<file path="config.mk">
export PLATFORM = sky130hd
export DESIGN_NAME = mmio_uart_tx
export DESIGN_NICKNAME = d
export VERILOG_FILES = /design/src/rtl/argon_mem_pkg.sv /design/src/rtl/uart_tx_fifo.sv /design/src/rtl/mmio_uart_tx.sv
export SDC_FILE = /design/constraint.sdc
export NUM_CORES = 1
export LEC_CHECK = 0
export BUFFER_PORTS_ARGS = -buffer_cell sky130_fd_sc_hd__buf_2
export CAP_MARGIN = 20
export CORE_ASPECT_RATIO = 1.1
export CORE_MARGIN = 2
export CORE_UTILIZATION = 39
export CTS_CLUSTER_DIAMETER = 120
export CTS_CLUSTER_SIZE = 8
export DETAILED_ROUTE_END_ITERATION = 8
export GPL_TIMING_DRIVEN = 1
export PLACE_DENSITY = 0.57
export SLEW_MARGIN = 40
export SYNTH_ARGS = -nofsm -noshare
export SYNTH_HDL_FRONTEND = slang
export SYNTH_SLANG_ARGS = --single-unit
</file>
<file path="constraint.sdc">
create_clock -name i_clk -period 3.4 [get_ports i_clk]
set_clock_uncertainty 0.2 [all_clocks]
set_input_delay 0.17 -clock i_clk [delete_from_list [all_inputs] [get_ports i_clk]]
set_output_delay 0.17 -clock i_clk [all_outputs]
set_load 0.02 [all_outputs]
</file>
<file path="src/rtl/argon_mem_pkg.sv">
// Shared definitions for Argon data-memory responders: access-size encodings,
// UART register offsets, transmitter states and read-data extension.
package argon_mem_pkg;

  typedef enum logic [1:0] {
    WR_NONE = 2'b00,
    WR_BYTE = 2'b01,
    WR_HALF = 2'b10,
    WR_WORD = 2'b11
  } wr_mask_e;

  typedef enum logic [2:0] {
    RD_NONE   = 3'b000,
    RD_BYTE_U = 3'b001,
    RD_HALF_U = 3'b010,
    RD_WORD   = 3'b011,
    RD_BAD_4  = 3'b100,
    RD_BYTE_S = 3'b101,
    RD_HALF_S = 3'b110,
    RD_BAD_7  = 3'b111
  } rd_mask_e;

  localparam logic [1:0] REG_TXDATA   = 2'd0;
  localparam logic [1:0] REG_STATUS   = 2'd1;
  localparam logic [1:0] REG_DIVISOR  = 2'd2;
  localparam logic [1:0] REG_RESERVED = 2'd3;

  typedef enum logic [2:0] {
    ST_IDLE   = 3'd0,
    ST_START  = 3'd1,
    ST_DATA   = 3'd2,
    ST_PARITY = 3'd3,
    ST_STOP   = 3'd4
  } tx_state_e;

  function automatic logic [31:0] extend_read(input logic [31:0] data, input logic [2:0] rd_mask);
    logic [31:0] r;
    case (rd_mask)
      RD_BYTE_U: r = {24'd0, data[7:0]};
      RD_HALF_U: r = {16'd0, data[15:0]};
      RD_WORD:   r = data;
      RD_BYTE_S: r = {{24{data[7]}}, data[7:0]};
      RD_HALF_S: r = {{16{data[15]}}, data[15:0]};
      default:   r = 32'd0;
    endcase
    return r;
  endfunction

endpackage

</file>
<file path="src/rtl/uart_tx_fifo.sv">
// Synchronous FIFO with combinational head read; pushes when full and pops
// when empty are ignored, fullness judged on the pre-edge count.
module uart_tx_fifo #(
  parameter int DEPTH = 8,
  parameter int WIDTH = 8,
  localparam int AW = $clog2(DEPTH)
) (
  input  logic             clk,
  input  logic             reset,
  input  logic             push,
  input  logic [WIDTH-1:0] push_data,
  input  logic             pop,
  output logic [WIDTH-1:0] pop_data,
  output logic             full,
  output logic             empty,
  output logic [AW:0]      count
);

  localparam logic [AW:0] FULL_COUNT = DEPTH[AW:0];

  logic [WIDTH-1:0] mem [DEPTH];
  logic [AW-1:0]    wr_ptr;
  logic [AW-1:0]    rd_ptr;
  logic             do_push;
  logic             do_pop;

  assign full     = (count == FULL_COUNT);
  assign empty    = (count == '0);
  assign do_push  = push && !full;
  assign do_pop   = pop && !empty;
  assign pop_data = mem[rd_ptr];

  always_ff @(posedge clk) begin
    if (reset) begin
      wr_ptr <= '0;
      rd_ptr <= '0;
      count  <= '0;
    end else begin
      if (do_push) begin
        mem[wr_ptr] <= push_data;
        wr_ptr      <= wr_ptr + 1'b1;
      end
      if (do_pop) begin
        rd_ptr <= rd_ptr + 1'b1;
      end
      case ({do_push, do_pop})
        2'b10:   count <= count + 1'b1;
        2'b01:   count <= count - 1'b1;
        default: count <= count;
      endcase
    end
  end

endmodule

</file>
<file path="src/rtl/mmio_uart_tx.sv">
// Memory-mapped 8N1 UART transmitter on the Argon data-memory port.
// Define MMIO_UART_TX_PARITY_EN to insert an even-parity bit before STOP.
module mmio_uart_tx
  import argon_mem_pkg::*;
#(
  parameter logic [31:0] BASE_ADDR       = 32'hFFFF_0000,
  parameter int          FIFO_DEPTH      = 8,
  parameter logic [15:0] DEFAULT_DIVISOR = 16'd868
) (
  input  logic        i_clk,
  input  logic        i_reset,
  input  logic [31:0] i_addr,
  input  logic [31:0] i_wr_data,
  input  logic [1:0]  i_wr_mask,
  input  logic [2:0]  i_rd_mask,
  output logic [31:0] o_rd_data,
  output logic        o_hit,
  output logic        o_err_address_misaligned,
  output logic        o_err_invalid_read_mask,
  output logic        o_tx,
  output tx_state_e   dbg_state
);

  localparam int CW = $clog2(FIFO_DEPTH) + 1;
`ifdef MMIO_UART_TX_PARITY_EN
  localparam logic PARITY_FLAG = 1'b1;
`else
  localparam logic PARITY_FLAG = 1'b0;
`endif

  logic          hit, aligned, half_or_word, wr_en, rd_valid, push;
  logic [1:0]    offset;
  logic [15:0]   divisor;
  logic          overflow;
  logic [31:0]   reg_rdata;
  logic [31:0]   count_wide;
  logic [3:0]    count_sat;
  logic          fifo_full, fifo_empty, pop;
  logic [7:0]    fifo_data;
  logic [CW-1:0] fifo_count;
  logic          unused_bits;

  tx_state_e   state, state_next;
  logic [15:0] cnt, cnt_next, bit_len_m1;
  logic [7:0]  shift, shift_next;
  logic [2:0]  bit_idx, bit_idx_next;
  logic        tx_bit, busy;
`ifdef MMIO_UART_TX_PARITY_EN
  logic        par, par_next;
`endif

  assign unused_bits = ^i_wr_data[31:16];

  assign hit          = (i_addr[31:4] == BASE_ADDR[31:4]);
  assign offset       = i_addr[3:2];
  assign aligned      = (i_addr[1:0] == 2'b00);
  assign half_or_word = (i_wr_mask == WR_HALF) || (i_wr_mask == WR_WORD) ||
                        (i_rd_mask == RD_HALF_U) || (i_rd_mask == RD_HALF_S) ||
                        (i_rd_mask == RD_WORD);

  assign o_err_address_misaligned = hit && half_or_word && !aligned;
  assign o_err_invalid_read_mask  = hit && ((i_rd_mask == RD_BAD_4) || (i_rd_mask == RD_BAD_7));

  // Unaligned accesses of any size are inert, so alignment gates writes directly.
  assign wr_en    = hit && aligned && (i_wr_mask != WR_NONE) && !o_err_invalid_read_mask;
  assign rd_valid = hit && aligned && (i_rd_mask != RD_NONE) && !o_err_invalid_read_mask;
  assign push     = wr_en && (offset == REG_TXDATA);

  assign busy       = (state != ST_IDLE);
  assign count_wide = 32'(fifo_count);
  assign count_sat  = (count_wide > 32'd15) ? 4'hF : count_wide[3:0];

  always_comb begin
    reg_rdata = 32'd0;
    case (offset)
      REG_STATUS:  reg_rdata = {23'd0, PARITY_FLAG, count_sat, overflow, busy, fifo_empty, fifo_full};
      REG_DIVISOR: reg_rdata = {16'd0, divisor};
      default:     reg_rdata = 32'd0;
    endcase
  end

  always_ff @(posedge i_clk) begin
    if (i_reset) begin
      o_hit     <= 1'b0;
      o_rd_data <= 32'd0;
      divisor   <= DEFAULT_DIVISOR;
      overflow  <= 1'b0;
    end else begin
      o_hit     <= hit;
      o_rd_data <= rd_valid ? extend_read(reg_rdata, i_rd_mask) : 32'd0;
      if (wr_en && (offset == REG_DIVISOR)) begin
        if (i_wr_mask == WR_BYTE) divisor[7:0] <= i_wr_data[7:0];
        else                      divisor      <= i_wr_data[15:0];
      end
      if (push && fifo_full)                                          overflow <= 1'b1;
      else if (wr_en && (offset == REG_STATUS) && i_wr_data[3])       overflow <= 1'b0;
    end
  end

  uart_tx_fifo #(.DEPTH(FIFO_DEPTH), .WIDTH(8)) u_fifo (
    .clk       (i_clk),
    .reset     (i_reset),
    .push      (push),
    .push_data (i_wr_data[7:0]),
    .pop       (pop),
    .pop_data  (fifo_data),
    .full      (fifo_full),
    .empty     (fifo_empty),
    .count     (fifo_count)
  );

  // Divisor 0 behaves as 1; the bit length is latched at each bit boundary.
  assign bit_len_m1 = (divisor == 16'd0) ? 16'd0 : divisor - 16'd1;

  always_comb begin
    state_next   = state;
    cnt_next     = (cnt != 16'd0) ? cnt - 16'd1 : cnt;
    shift_next   = shift;
    bit_idx_next = bit_idx;
    pop          = 1'b0;
    tx_bit       = 1'b1;
`ifdef MMIO_UART_TX_PARITY_EN
    par_next     = par;
`endif
    case (state)
      ST_IDLE: begin
        if (!fifo_empty) begin
          pop        = 1'b1;
          shift_next = fifo_data;
          cnt_next   = bit_len_m1;
          state_next = ST_START;
`ifdef MMIO_UART_TX_PARITY_EN
          par_next   = ^fifo_data;
`endif
        end
      end
      ST_START: begin
        tx_bit = 1'b0;
        if (cnt == 16'd0) begin
          state_next   = ST_DATA;
          bit_idx_next = 3'd0;
          cnt_next     = bit_len_m1;
        end
      end
      ST_DATA: begin
        tx_bit = shift[0];
        if (cnt == 16'd0) begin
          cnt_next = bit_len_m1;
          if (bit_idx == 3'd7) begin
`ifdef MMIO_UART_TX_PARITY_EN
            state_next = ST_PARITY;
`else
            state_next = ST_STOP;
`endif
          end else begin
            shift_next   = shift >> 1;
            bit_idx_next = bit_idx + 3'd1;
          end
        end
      end
`ifdef MMIO_UART_TX_PARITY_EN
      ST_PARITY: begin
        tx_bit = par;
        if (cnt == 16'd0) begin
          cnt_next   = bit_len_m1;
          state_next = ST_STOP;
        end
      end
`endif
      ST_STOP: begin
        tx_bit = 1'b1;
        if (cnt == 16'd0) begin
          if (!fifo_empty) begin
            pop        = 1'b1;
            shift_next = fifo_data;
            cnt_next   = bit_len_m1;
            state_next = ST_START;
`ifdef MMIO_UART_TX_PARITY_EN
            par_next   = ^fifo_data;
`endif
          end else begin
            state_next = ST_IDLE;
          end
        end
      end
      default: state_next = ST_IDLE;
    endcase
  end

  // o_tx is a registered copy of the current state's line level.
  always_ff @(posedge i_clk) begin
    if (i_reset) begin
      state   <= ST_IDLE;
      cnt     <= 16'd0;
      shift   <= 8'd0;
      bit_idx <= 3'd0;
      o_tx    <= 1'b1;
`ifdef MMIO_UART_TX_PARITY_EN
      par     <= 1'b0;
`endif
    end else begin
      state   <= state_next;
      cnt     <= cnt_next;
      shift   <= shift_next;
      bit_idx <= bit_idx_next;
      o_tx    <= tx_bit;
`ifdef MMIO_UART_TX_PARITY_EN
      par     <= par_next;
`endif
    end
  end

  assign dbg_state = state;

endmodule

</file>
# After elaboration in Yosys (flattened, before gate mapping)
# Memory sizes are Yosys's and may differ from the RTL's. A register that Yosys moved wholly into a read port is not among the register bits.
# Cells that the tools add are included.
[totals]
register_bits = 91
latch_bits = 0
ramBits = 64
romBits = 0
inputBits = 71
out_inout_bits = 39
wordCells = 131
n_memories = 1
[mem_list]
columns = ["memory", "words", "width", "read_ports", "rd_ports_with_merged_regs", "write_ports", "line", "text"]
rows = [
  ["u_fifo.mem", 8, 8, 1, 1, 1, "uart_tx_fifo.sv:21", "logic [WIDTH-1:0] mem [DEPTH];"],
]
[classes]
n_addsub = 7
multipliers = 0
n_div = 0
order_cmp = 1
eq_ne = 26
shift = 0
n_mux = 37
n_bitwise = 2
n_reduce_logical = 44
[ops]
columns = ["cell", "count"]
rows = [
  ["$pmux 32 s5", 1],
  ["$mux 16", 5],
  ["$pmux 16 s3", 1],
  ["$logic_not 16->1", 2],
  ["$mux 8", 4],
  ["$pmux 16 s2", 1],
  ["$sub 16x1->16 const B", 2],
  ["$mux 3", 10],
  ["$eq 28x28->1 const B", 1],
  ["$pmux 8 s3", 1],
  ["$eq 3x3->1 const B", 6],
  ["$reduce_bool 16->1", 1],
  ["$logic_and 1x1->1", 15],
  ["$ne 2x2->1 const B", 6],
  ["$pmux 3 s4", 1],
  ["$add 3x1->3 const B", 3],
  ["$eq 3x2->1 const B", 3],
  ["$reduce_bool 3->1", 3],
  ["$eq 2x2->1 const B", 4],
  ["$mux 1", 8],
  ["$pmux 4 s2", 1],
  ["$reduce_and 4->1", 2],
  ["$reduce_bool 2->1", 4],
  ["$eq 2x1->1 const B", 3],
  ["other kinds (17)", 29],
]

# Depth between registers and ports, before layout
[depth]
ltp_word = 10
ltp_mapped = 13

# By module
# Synthesis repeated with hierarchy kept, for this count alone.
[hier_totals]
hier_cells = 645
hier_area_um2 = 6932.9
[modules_own_cells]
columns = ["module", "n_inst", "cells_each", "area_each_um2"]
rows = [
  ["mmio_uart_tx", 1, 476, 3813.7],
  ["uart_tx_fifo", 1, 169, 3119.2],
]

# Least setup slack after synthesis
# No wires, ideal clock.
[synth_path]
path_type = "flip-flop to flip-flop"
from = "register cnt[0]"
to = "register u_fifo.count[2]"
setup_ps = 70
arrival_ps = 3176
t_required_ps = 3130
path_slack_ps = -46
path_stages_with_launch = 14
path_buffers = 1
synth_period_minus_slack_ps = 3446
cell_sequence = "dfxtp_1 inv_1 ha_1 or4b_4 or4_1 clkbuf_1 a21oi_2 ha_1 xor2_1 ha_1 a21oi_1 xor2_1 or3_1 a21oi_1"
[synth_between]
elab_chain_len = 6
elab_cells_between_ends = 8
classes_between = "eq/ne (2); mux (3); reduce/logical (3)"
[synth_rtl]
columns = ["item", "line", "text"]
rows = [
  ["start: declaration", "mmio_uart_tx.sv:44", "logic [15:0] cnt, cnt_next, bit_len_m1;"],
  ["start signal: assignment", "mmio_uart_tx.sv:203", "cnt <= cnt_next;"],
  ["$logic_not 16->1 *", "mmio_uart_tx.sv:172", "if (cnt == 16'd0) begin"],
  ["$mux 1 *", "mmio_uart_tx.sv:172", ""],
  ["$pmux 1 s2 *", "mmio_uart_tx.sv:125", "case (state)"],
  ["$logic_and 1x1->1 *", "uart_tx_fifo.sv:30", "assign do_pop = pop && !empty;"],
  ["named net u_fifo.do_pop", "uart_tx_fifo.sv:25", "logic do_pop;"],
  ["$eq 2x1->1 / $eq 2x2->1 (equally long branches)", "uart_tx_fifo.sv:46", "case ({do_push, do_pop})"],
  ["$pmux 4 s2 / $reduce_bool 2->1 (equally long branches)", "-", ""],
  ["end signal: assignment", "uart_tx_fifo.sv:47", "2'b10: count <= count + 1'b1;"],
  ["end signal: assignment", "uart_tx_fifo.sv:48", "2'b01: count <= count - 1'b1;"],
  ["end signal: assignment", "uart_tx_fifo.sv:49", "default: count <= count;"],
  ["end: declaration", "uart_tx_fifo.sv:16", "output logic [AW:0] count"],
]
# Mark *: on every way through the listed nets, which the timed path passes. The rest lies on a longest branch.
# A chain may end at the register's enable or synchronous reset.

# Worst setup path in the final report
[layout_path]
from = "register cnt[1]"
to = "register u_fifo.count[2]"
# Same word-level chain as after synthesis.

==> impl_metrics.env <==
export IMPL_outcome="completed"
export IMPL_grt_pass1_wl_mm=26.3
export IMPL_drt_iter0_markers=396
export IMPL_ys_types=60
export IMPL_combinationalPowerShare_pct=19.2
export IMPL_synth_seq_area_share_pct=51.4
export IMPL_swShare_pct=29.4
export IMPL_maxCapViolCount=0
export IMPL_p_int_mw=3.21
export IMPL_antenna_cells=0
export IMPL_ys_async_sr_fraction_pct=0
export IMPL_drive_gt1_share_pct=24.8
export IMPL_synth_top_area_share_pct=28.2
export IMPL_first_global_vias=5218
export IMPL_dpl_hpwl_mm=11.4
export IMPL_avgSynthCellArea_um2=10.8
export IMPL_ys_seq_elements=143
export IMPL_gp_congestion=0.846
export IMPL_avgRoutedWirePerCell_um=16.3
export IMPL_setup_violations=0
export IMPL_fp_dieArea_mm2=0.0185
export IMPL_yosys_top_cells_count="dfxtp_1 (79), edfxtp_1 (64), nor2_1 (62)"
export IMPL_vias_per_cell=5.26
export IMPL_relSlewSlack_pct=49.4
export IMPL_drt_total_wl_mm=16.1
export IMPL_worst_pin_slew_ns=0.758
export IMPL_crit_buf_inv=1
export IMPL_setup_ws_ns=0.126
export IMPL_rows=50
export IMPL_syn_cell_area_mm2=0.00681
export IMPL_cts_max_level=4
export IMPL_hold_class="in -> reg"
export IMPL_grt_usage_pct=18.3
export IMPL_path_delay_family="simple AND/OR/NAND/NOR gates"
export IMPL_power_mw=4.54
export IMPL_die_w_um=130
export IMPL_cts_root_buffer="clkbuf_16"
export IMPL_nets=825
export IMPL_drc_errors=0
export IMPL_synth_cells=630
export IMPL_power_density_mw_per_mm2=546
export IMPL_grt_max_degree=35
export IMPL_tritoncts="yes"
export IMPL_holdWs_ns=0.0603
export IMPL_final_hold_viol_count=0
export IMPL_fillerInstances=1533
export IMPL_area_delta_synth_final_pct=22.0
export IMPL_detail_route_first_pass_iterations=4
export IMPL_path_cells="inv_1 -> ha_1 -> or4b_4 -> or4_4 -> a21oi_4 -> ha_4 -> xor2_1 -> ha_1 -> a21oi_1 -> xor2_1 -> or3_1 -> a21oi_1"
export IMPL_place_ws_ns=0.0557
export IMPL_die_h_um=143
export IMPL_cp_arrival_ns=3.41
export IMPL_start_util_pct=39.9
export IMPL_critical_path_class="reg -> reg"
export IMPL_ant_nets=0
export IMPL_cts_buffers_inserted=17
export IMPL_antenna_found_initial=0
export IMPL_vias=5198
export IMPL_cts_sinks=143
export IMPL_path_max_fanout=5
export IMPL_seqPwrFrac_pct=42.4
export IMPL_coreArea_mm2=0.0171
export IMPL_startpoint_type="flip-flop"
export IMPL_slew_viol_final=0
export IMPL_cts_clk_slew_worst_paths_ns=0.06
export IMPL_clock_fmax_mhz=305
export IMPL_yosysTopAreaCell="edfxtp_1"
export IMPL_synth_most_common_cell="dfxtp_1"
export IMPL_slowest_delay_ns=0.58
export IMPL_synth_fp_nets=714
export IMPL_clkLatencyLatePin_ns=0.42
export IMPL_yosys_most_used_dff="dfxtp_1"
export IMPL_port_buffers=93
export IMPL_ir_drop_uv=311
export IMPL_critPathRequiredTime_ns=3.54
export IMPL_p_switching_mw=1.33
export IMPL_gr_total_overflow=0
export IMPL_finalCritPeriodShare_pct=96.3
export IMPL_num_io_pins=110
export IMPL_post_route_min_period_ns=3.27
export IMPL_cts_setup_buffers=0
export IMPL_end_kind="flip-flop"
export IMPL_power_frac_clock_pct=38.4
export IMPL_ys_top_cells_by_area="edfxtp_1 (28%), dfxtp_1 (23%), mux4_2 (5.3%)"
export IMPL_synth_edf_count=64
export IMPL_cp_slowest_cell="or4_4"
export IMPL_clk_path_buf_depth=2
export IMPL_ys_warn_count=0
export IMPL_leakage_nw=3.14
==> routing by layer <==
metal	vias up	routed length (µm)	GRT usage [%]	share of wire, %
met5	-	0	0	0
met4	0	238	6.51	1.5
met3	15	909	4.05	5.6
met2	162	7770	30.1	48
met1	2454	7230	23.8	45
li1	2567	-	-	-
==> cell type report <==
class,instances,area [µm²],share of cell area (%)
well taps,234,293,3.52
multi-input cells,424,3030,36.4
flip-flops and latches,143,3500,42.1
clock inverters,15,133,1.60
clock buffers,17,425,5.12
inverters,13,48.8,0.587
repair buffers,142,883,10.6
==> cells in the final DEF (no fill, tap or decap), types with 4 or more instances in the layout <==
cell,n
ha_1,12
nor3_1,24
or4_1,12
inv_1,13
xor2_1,17
buf_4,29
nand2_1,34
clkbuf_16,17
o21ai_0,28
a211oi_1,4
buf_2,93
nand4_1,6
o22ai_2,9
nor3b_1,4
nor4_1,10
or3_1,9
dfxtp_1,79
nor2_1,62
clkinv_4,5
edfxtp_1,64
nand2b_1,5
dlygate4sd3_1,20
a22oi_1,8
xnor2_1,11
nor4b_1,4
a21oi_1,44
mux2i_1,28
nand3_1,25
mux4_2,16
==> power by group through the flow <==
stage / combinational [mW] / clock (mW) / sequential, mW
after floorplan: 0.617 / 0 / 1.94
after global placement: 0.826 / 0 / 1.95
after detailed placement: 0.838 / 0 / 1.96
after CTS: 0.860 / 1.78 / 1.92
after global routing: 0.956 / 1.87 / 1.93
final: 0.873 / 1.75 / 1.92
==> worst min-delay path, delay by kind of cell <==
| kind | cells | cell delay (ns) |
|---|---|---|
| buf+inv | 2 | 0.15 |
| compound gates | 1 | 0.05 |
| simple gates | 1 | 0.07 |
| fa+ha+maj | 1 | 0.19 |
==> per-stage QoR <==
step | utilization (%) | area, µm² | TNS (ns) | cells
after floorplan | - | 6820 | 0 | 630
after global placement | 44.1 | 7530 | 0 | 936
after detailed placement | 44.1 | 7530 | 0 | 936
after CTS | 48.6 | 8290 | 0 | 988
after global routing | 48.7 | 8310 | -0.00430 | 988
final | 48.7 | 8310 | 0 | 988
==> repair_timing <==
action	in CTS	in global routing
endpoints found under the setup margin	0	1
gates resized for setup	0	3
endpoints found under the hold margin	83	0
hold buffers	20	0
==> logic make-up after synthesis <==
kind of cell / Yosys count / share of synthesized area (%)
xor+xnor: 28 / 3.60
mux: 45 / 9.57
compound gates: 119 / 11.4
simple gates: 219 / 17.1
flops: 143 / 51.4
buf+inv: 63 / 4.50
fa+ha+maj: 13 / 2.39
==> sequential cells by signal (all words and copies together) (netlist names), named ones only <==
signal and count:
u_fifo.count 4, u_fifo.wr_ptr 3, overflow 1, o_tx 1
o_hit 1, cnt 16, bit_idx 3, u_fifo.mem 64
u_fifo.rd_ptr 3, divisor 16, dbg_state 3, shift 8
o_rd_data 17
==> path summary, 6_finish.rpt <==
path	cells past startpoint	startpoint	slack [ns]	to
min	5	i_addr[3]	0.06	overflow$_SDFFE_PP0P_
min reg2reg	2	shift[0]$_SDFFE_PP0P_	0.27	shift[0]$_SDFFE_PP0P_
max	12	cnt[1]$_SDFF_PP0_	0.13	u_fifo.count[2]$_SDFFE_PP0P_
max reg2reg	12	cnt[1]$_SDFF_PP0_	0.13	u_fifo.count[2]$_SDFFE_PP0P_
(Power assumes the default switching activity.)
